===== config.mk =====
export PLATFORM = sky130hd
export DESIGN_NAME = axi_rd_arbiter
export DESIGN_NICKNAME = d
export VERILOG_FILES = /design/src/rtl/axi_rd_arb_pkg.sv /design/src/rtl/axi_rd_arbiter_rr_arbiter.sv /design/src/rtl/axi_rd_arbiter.sv
export SDC_FILE = /design/constraint.sdc
export NUM_CORES = 1
export LEC_CHECK = 0
export BUFFER_PORTS_ARGS = -buffer_cell sky130_fd_sc_hd__buf_2
export CORE_UTILIZATION = 35
export DETAILED_ROUTE_END_ITERATION = 10
export PLACE_DENSITY = 0.79
export SLEW_MARGIN = 20
export SYNTH_ARGS = -nofsm -noshare
export SYNTH_HDL_FRONTEND = slang
export SYNTH_SLANG_ARGS = --single-unit

===== constraint.sdc =====
create_clock -name S_AXI_ACLK -period 2 [get_ports S_AXI_ACLK]
set_input_delay 0 -clock S_AXI_ACLK [delete_from_list [all_inputs] [get_ports S_AXI_ACLK]]
set_output_delay 0 -clock S_AXI_ACLK [all_outputs]
set_load 0.01 [all_outputs]

===== src/rtl/axi_rd_arb_pkg.sv =====
// Shared types and constants for the AXI read arbiter slice.
// Latency: n/a (types, constants and helpers only).
// Backpressure: n/a.
package axi_rd_arb_pkg;

  // Arbiter FSM: idle/arbitrating, forwarding AR, routing R beats
  typedef enum logic [1:0] {
    ST_IDLE = 2'd0,
    ST_ADDR = 2'd1,
    ST_DATA = 2'd2
  } arb_state_t;

  // AXI4 AR field widths
  localparam int AXI_LEN_W   = 8;
  localparam int AXI_SIZE_W  = 3;
  localparam int AXI_BURST_W = 2;

  // Beat counter must reach 256 (ARLEN=255 -> 256 beats) without wrapping
  localparam int                  BEAT_CNT_W = 9;
  localparam logic [BEAT_CNT_W-1:0] BEAT_MAX = 9'd256;

  localparam logic [1:0] RESP_OKAY = 2'b00;

  // Number of beats a burst of the given ARLEN carries
  function automatic logic [BEAT_CNT_W-1:0] burst_beats(input logic [AXI_LEN_W-1:0] len);
    return {1'b0, len} + 9'd1;
  endfunction

  function automatic logic resp_is_okay(input logic [1:0] resp);
    return resp == RESP_OKAY;
  endfunction

endpackage


===== src/rtl/axi_rd_arbiter_rr_arbiter.sv =====
// Round-robin request picker: lowest requesting index at or after ptr wins.
// Latency: purely combinational, 0 cycles.
// Backpressure: none; grant follows req. AXI_RD_ARB_FIXED_PRIO_EN -> index 0 highest, no ptr port.
module rr_arbiter #(
  parameter int N     = 2,
  parameter int IDX_W = 1
) (
  input  logic [N-1:0]     req,
`ifndef AXI_RD_ARB_FIXED_PRIO_EN
  input  logic [IDX_W-1:0] ptr,
`endif
  output logic [N-1:0]     gnt,
  output logic [IDX_W-1:0] gnt_idx,
  output logic             gnt_vld
);

  int cand;

  // Walk candidates in priority order and take the first requester
  always_comb begin
    gnt     = '0;
    gnt_idx = '0;
    gnt_vld = 1'b0;
    cand    = 0;
    for (int off = 0; off < N; off++) begin
`ifdef AXI_RD_ARB_FIXED_PRIO_EN
      cand = off;
`else
      cand = int'(ptr) + off;
      if (cand >= N) cand = cand - N;
`endif
      for (int i = 0; i < N; i++) begin
        if (!gnt_vld && (i == cand) && req[i]) begin
          gnt[i]  = 1'b1;
          gnt_idx = IDX_W'(i);
          gnt_vld = 1'b1;
        end
      end
    end
  end

endmodule


===== src/rtl/axi_rd_arbiter.sv =====
// N-to-1 AXI4 read arbiter, one burst outstanding; checks RLAST vs ARLEN (sticky ERR_LEN).
// Latency: AR accept -> M_AXI_ARVALID 1 cycle; R path 0 cycles (combinational routing).
// Backpressure: losers hold ARVALID; R ready comes straight from the winner. Macro AXI_RD_ARB_FIXED_PRIO_EN selects fixed priority.
module axi_rd_arbiter
  import axi_rd_arb_pkg::*;
#(
  parameter int NUM_MASTERS = 2,
  parameter int ADDR_WIDTH  = 8,
  parameter int RDATA_WIDTH = 32,
  parameter int ID_LENGTH   = 4
) (
  input  logic                                 S_AXI_ACLK,
  input  logic                                 S_AXI_ARESET,
  // requester AR side
  input  logic [NUM_MASTERS*ADDR_WIDTH-1:0]    REQ_ARADDR,
  input  logic [NUM_MASTERS*AXI_LEN_W-1:0]     REQ_ARLEN,
  input  logic [NUM_MASTERS*AXI_SIZE_W-1:0]    REQ_ARSIZE,
  input  logic [NUM_MASTERS*AXI_BURST_W-1:0]   REQ_ARBURST,
  input  logic [NUM_MASTERS*ID_LENGTH-1:0]     REQ_ARID,
  input  logic [NUM_MASTERS-1:0]               REQ_ARVALID,
  output logic [NUM_MASTERS-1:0]               REQ_ARREADY,
  // requester R side
  output logic [RDATA_WIDTH-1:0]               REQ_RDATA,
  output logic [ID_LENGTH-1:0]                 REQ_RID,
  output logic                                 REQ_RLAST,
  output logic [NUM_MASTERS-1:0]               REQ_RVALID,
  input  logic [NUM_MASTERS-1:0]               REQ_RREADY,
  // downstream AR
  output logic [ADDR_WIDTH-1:0]                M_AXI_ARADDR,
  output logic [AXI_LEN_W-1:0]                 M_AXI_ARLEN,
  output logic [AXI_SIZE_W-1:0]                M_AXI_ARSIZE,
  output logic [AXI_BURST_W-1:0]               M_AXI_ARBURST,
  output logic [ID_LENGTH-1:0]                 M_AXI_ARID,
  output logic                                 M_AXI_ARVALID,
  input  logic                                 M_AXI_ARREADY,
  // downstream R
  input  logic [RDATA_WIDTH-1:0]               M_AXI_RDATA,
  input  logic [ID_LENGTH-1:0]                 M_AXI_RID,
  input  logic                                 M_AXI_RLAST,
  input  logic                                 M_AXI_RVALID,
  output logic                                 M_AXI_RREADY,
  // status
  output logic [$clog2(NUM_MASTERS)-1:0]       GRANT_IDX,
  output logic                                 ERR_LEN
);

  localparam int IDX_W = $clog2(NUM_MASTERS);

  arb_state_t             state;
  logic [BEAT_CNT_W-1:0]  beat_cnt;
  logic [BEAT_CNT_W-1:0]  beat_nxt;
  logic [BEAT_CNT_W-1:0]  exp_beats;

  logic [NUM_MASTERS-1:0] arb_gnt;
  logic [IDX_W-1:0]       arb_idx;
  logic                   arb_vld;

  logic [ADDR_WIDTH-1:0]  sel_addr;
  logic [AXI_LEN_W-1:0]   sel_len;
  logic [AXI_SIZE_W-1:0]  sel_size;
  logic [AXI_BURST_W-1:0] sel_burst;
  logic [ID_LENGTH-1:0]   sel_id;

  logic                   in_idle;
  logic                   in_data;
  logic                   r_hs;

`ifndef AXI_RD_ARB_FIXED_PRIO_EN
  logic [IDX_W-1:0]       rr_ptr;
`endif

  assign in_idle = (state == ST_IDLE) && !S_AXI_ARESET;
  assign in_data = (state == ST_DATA);

  rr_arbiter #(
    .N     (NUM_MASTERS),
    .IDX_W (IDX_W)
  ) u_rr_arbiter (
    .req     (REQ_ARVALID),
`ifndef AXI_RD_ARB_FIXED_PRIO_EN
    .ptr     (rr_ptr),
`endif
    .gnt     (arb_gnt),
    .gnt_idx (arb_idx),
    .gnt_vld (arb_vld)
  );

  // Select the winning master's AR fields for latching
  always_comb begin
    sel_addr  = '0;
    sel_len   = '0;
    sel_size  = '0;
    sel_burst = '0;
    sel_id    = '0;
    for (int i = 0; i < NUM_MASTERS; i++) begin
      if (arb_idx == IDX_W'(i)) begin
        sel_addr  = REQ_ARADDR [i*ADDR_WIDTH  +: ADDR_WIDTH];
        sel_len   = REQ_ARLEN  [i*AXI_LEN_W   +: AXI_LEN_W];
        sel_size  = REQ_ARSIZE [i*AXI_SIZE_W  +: AXI_SIZE_W];
        sel_burst = REQ_ARBURST[i*AXI_BURST_W +: AXI_BURST_W];
        sel_id    = REQ_ARID   [i*ID_LENGTH   +: ID_LENGTH];
      end
    end
  end

  // Handshakes and R routing: only the granted master sees RVALID, and only in DATA
  always_comb begin
    REQ_ARREADY  = in_idle ? arb_gnt : '0;
    M_AXI_RREADY = in_data && REQ_RREADY[GRANT_IDX];
    REQ_RVALID   = '0;
    for (int i = 0; i < NUM_MASTERS; i++) begin
      REQ_RVALID[i] = in_data && M_AXI_RVALID && (GRANT_IDX == IDX_W'(i));
    end
    REQ_RDATA = in_data ? M_AXI_RDATA : '0;
    REQ_RID   = in_data ? M_AXI_RID   : '0;
    REQ_RLAST = in_data && M_AXI_RLAST;
  end

  assign r_hs      = in_data && M_AXI_RVALID && M_AXI_RREADY;
  assign beat_nxt  = (beat_cnt == BEAT_MAX) ? BEAT_MAX : beat_cnt + 9'd1;
  assign exp_beats = burst_beats(M_AXI_ARLEN);

  // Arbiter FSM with registered AR outputs, beat counter and sticky length error
  always_ff @(posedge S_AXI_ACLK) begin
    if (S_AXI_ARESET) begin
      state         <= ST_IDLE;
      M_AXI_ARADDR  <= '0;
      M_AXI_ARLEN   <= '0;
      M_AXI_ARSIZE  <= '0;
      M_AXI_ARBURST <= '0;
      M_AXI_ARID    <= '0;
      M_AXI_ARVALID <= 1'b0;
      GRANT_IDX     <= '0;
      ERR_LEN       <= 1'b0;
      beat_cnt      <= '0;
`ifndef AXI_RD_ARB_FIXED_PRIO_EN
      rr_ptr        <= '0;
`endif
    end else begin
      case (state)
        ST_IDLE: begin
          if (arb_vld) begin
            M_AXI_ARADDR  <= sel_addr;
            M_AXI_ARLEN   <= sel_len;
            M_AXI_ARSIZE  <= sel_size;
            M_AXI_ARBURST <= sel_burst;
            M_AXI_ARID    <= sel_id;
            M_AXI_ARVALID <= 1'b1;
            GRANT_IDX     <= arb_idx;
            beat_cnt      <= '0;
            state         <= ST_ADDR;
          end
        end
        ST_ADDR: begin
          if (M_AXI_ARREADY) begin
            M_AXI_ARVALID <= 1'b0;
            state         <= ST_DATA;
          end
        end
        ST_DATA: begin
          if (r_hs) begin
            beat_cnt <= beat_nxt;
            if (M_AXI_RLAST) begin
              // Short or long burst: RLAST arrived on the wrong beat
              if (beat_nxt != exp_beats) ERR_LEN <= 1'b1;
              state <= ST_IDLE;
`ifndef AXI_RD_ARB_FIXED_PRIO_EN
              rr_ptr <= (GRANT_IDX == IDX_W'(NUM_MASTERS-1)) ? '0 : GRANT_IDX + 1'b1;
`endif
            end else if (beat_nxt == exp_beats) begin
              // Final expected beat without RLAST; keep routing until RLAST shows up
              ERR_LEN <= 1'b1;
            end
          end
        end
        default: state <= ST_IDLE;
      endcase
    end
  end

endmodule


==> impl_metrics.csv <==
group,metric,value,unit
outcome,status,"complete, no violations",
clock_tree,clk_latency,0.30,ns
global_route,antenna_found_initial,0,
synth,synth_area_per_cell,8.34,um^2
clock_tree,clockRootBuffer,"clkbuf_8",
setup_path,arrival,2.12,ns
floorplan,rows,30,
drt,finalWirelength,7.65,mm
synth,async_flop_share,0,
global_route,grt_pass1_vias,2580,
global_route,grt_util_all_layers,0.199,
final_layout,drive_above_1_share,0.453,
floorplan,ios,165,
synth,yosysTopAreaCellShare,0.317,
drt,drt_iter0_drc,198,
power,fin_total_pwr,2.25,mW
synth,yosys-top-cells-area,"dfxtp_1 32%, mux2i_1 11%, and2_1 9.2%",
setup_path,crit_fanout,5,
final_layout,area_growth,48.5,%
sta,relSlewSlack,0.650,
setup_path,endpoint_kind,"register",
setup_path,crit_required,2.18,ns
floorplan,core_area,6870,um^2
synth,yosys_register_bits,40,
sta,slew_viol_final,0,
setup_path,criticalPathCategory,"register to register",
power,total_leakage_power,1.99,nW
sta,setup_viol,0,
drt,route.detailed.drc,0,
sta,fin_skew,0.00484,ns
floorplan,die_h,87.0,um
clock_tree,clock_path_buffers,2,
synth,synth_ff_type,"dfxtp_1",
synth,synth-edff-count,0,
global_route,overflow,0,
sta,period_minus_slack,1.94,ns
clock_tree,cts_made_buffers,5,
clock_tree,htreeDepth,2,
power,powerDensity,600,nW/um^2
final_layout,antenna_cells,0,
clock_tree,tritoncts,"built",
sta,period_share,0.972,
setup_path,ff2ff_path_depth,7,
placed_design,dp_hpwl,6.03,mm
clock_tree,cts_sinks,40,
synth,synth_top_area_cell,"dfxtp_1",
flow_run,maxCapViolCount,0,
min_path,whs_path_depth,4,
clock_tree,path_clk_slew,0.08,ns
drt,vias,2780,
floorplan,initial_utilization,0.368,
floorplan,die_area,7560,um^2
sta,finalHoldViolations,0,
synth,syn_inst,303,
placed_design,portBuffers,164,
drt,viasPerCell,4.85,
floorplan,die_w,87.0,um
synth,ys_warn_count,0,
setup_path,cp-start-kind,"register",
final_layout,final_util,0.546,
min_path,min-delay-path-class,"primary input to register",
final_layout,nets,574,
synth,syn-cell-area,2530,um^2
drt,ant_nets,0,
sta,worst_pin_slew,0.524,ns
sta,max_freq,514,MHz
global_route,grt_pass1_wl,11.9,mm
global_route,grt_max_degree,39,
power,ir_worst_vdd,0.000438,V
drt,firstDrtPassIters,4,
synth,syn-num-nets,401,
drt,wl_per_cell,13.3,um
placed_design,gp_congestion,0.944,
synth,ys_types,44,
synth,ys_seq_area_frac,0.317,
## per-stage QoR
step | std cells | worst slack (ns) | instance area [um^2] | TNS, ns | hold slack (ns)
final | 573 | 0.0557 | 3750 | 0 | 0.0304
after global routing | 573 | -0.0256 | 3750 | -0.0256 | 0.0401
after CTS | 573 | 0.0125 | 3700 | 0 | 0.0283
after detailed placement | 564 | -0.0209 | 3570 | -0.0209 | 0.282
after global placement | 564 | 0.0643 | 3570 | 0 | 0.284
after floorplan | 303 | 0.0751 | 2530 | 0 | 0.0942
## synth_stat cells, drive strengths merged (2+ instances only)
| master | count |
|---|---|
| nand3b | 3 |
| xor2 | 5 |
| o21ai | 8 |
| a21boi | 2 |
| nand2 | 11 |
| nor2 | 44 |
| and3 | 6 |
| a22oi | 2 |
| clkbuf | 15 |
| and2 | 37 |
| a21oi | 12 |
| mux2i | 27 |
| inv | 6 |
| xnor3 | 3 |
| dfxtp | 40 |
| or2 | 3 |
| nand4 | 2 |
| nand3 | 9 |
| nor4 | 2 |
| buf | 5 |
| or3 | 5 |
| nor4b | 2 |
| a211oi | 25 |
| nor3 | 6 |
| ha | 3 |
| xnor2 | 8 |
| nand2b | 3 |
## state kept, by name (all words and copies together), names as in the netlist
name	flops
state	2
M_AXI_ARSIZE	3
rr_ptr	1
M_AXI_ARVALID	1
M_AXI_ARADDR	8
beat_cnt	9
M_AXI_ARID	4
ERR_LEN	1
GRANT_IDX	1
M_AXI_ARBURST	2
M_AXI_ARLEN	8
## worst max-delay path, cell delays in order, from the launching register on
cell      delay, ns
dfxtp_4        0.37
inv_1          0.14
ha_4           0.23
or2_2          0.30
a211o_1        0.31
a21boi_2       0.17
and3_4         0.20
o311ai_2       0.09
## what timing repair did
item                                    in CTS  in global routing
resized for setup                            4                 10
pin swaps                                    0                  2
hold buffers                                 1                  0
buffers inserted                             0                  0
endpoints found under the setup margin       1                  1
hold endpoints to repair                     1                  0
## report_power, final
part           leakage [nW]  switching [mW]  internal [mW]
combinational          1.60           0.344          0.323
clock                0.0541           0.296          0.369
sequential            0.332          0.0506          0.868
## path summary, 6_finish.rpt
| kind | start | end | slack [ns] |
|---|---|---|---|
| setup / recovery | beat_cnt[0] | ERR_LEN | 0.06 |
| setup reg to reg | beat_cnt[0] | ERR_LEN | 0.06 |
| hold / removal | M_AXI_ARREADY | state[0] | 0.03 |
| hold reg to reg | ERR_LEN | ERR_LEN | 0.48 |
## routing by layer
metal  vias to the layer above  wire, um  track usage
li1                       1411         -            -
met1                      1249      3390        0.257
met2                        98      3720        0.336
met3                        22       355       0.0341
met4                         0       193       0.0682
met5                         -         0            0
## cell type report
type	instances	area, um^2
Clock buffer	5	68.8
Clock inverter	3	42.5
Fill cell	620	3120
Inverter	6	22.5
Multi-Input combinational cell	237	1690
Sequential cell	40	807
Tap cell	96	120
Timing Repair Buffer	186	1000
## placed cells by master, fill, tap and decap left out, types with 2 or more instances in the layout
master	synthesis	final
xnor2_1	8	8
or3_1	5	5
nor3_1	3	3
buf_4	0	20
a22oi_1	2	2
xnor3_1	3	3
o21ai_0	8	6
and2_1	37	37
xor2_1	5	5
nand3_1	8	8
clkbuf_8	0	5
dfxtp_2	0	2
nor2_2	1	2
ha_4	0	2
nand3b_1	3	3
inv_1	6	6
mux2i_1	27	27
buf_2	5	164
nand2_1	11	10
nor3_4	1	2
nor2_1	43	42
a211oi_1	25	25
nor4_1	2	2
a21oi_1	12	12
dfxtp_1	40	37
or2_2	2	2
and3_1	5	4
nand2b_1	3	3
## cell families after synthesis
logic type	count (synthesis)	synth area share
AND/OR/NAND/NOR	137	0.304
XOR/XNOR	16	0.0718
flip-flops	40	0.317
buffers and inverters	26	0.0411
AO/OA/AOI/OAI	54	0.145
adder cells (fa/ha/maj)	3	0.0149
multiplexers	27	0.107
Power figures use the tool's default switching activity.
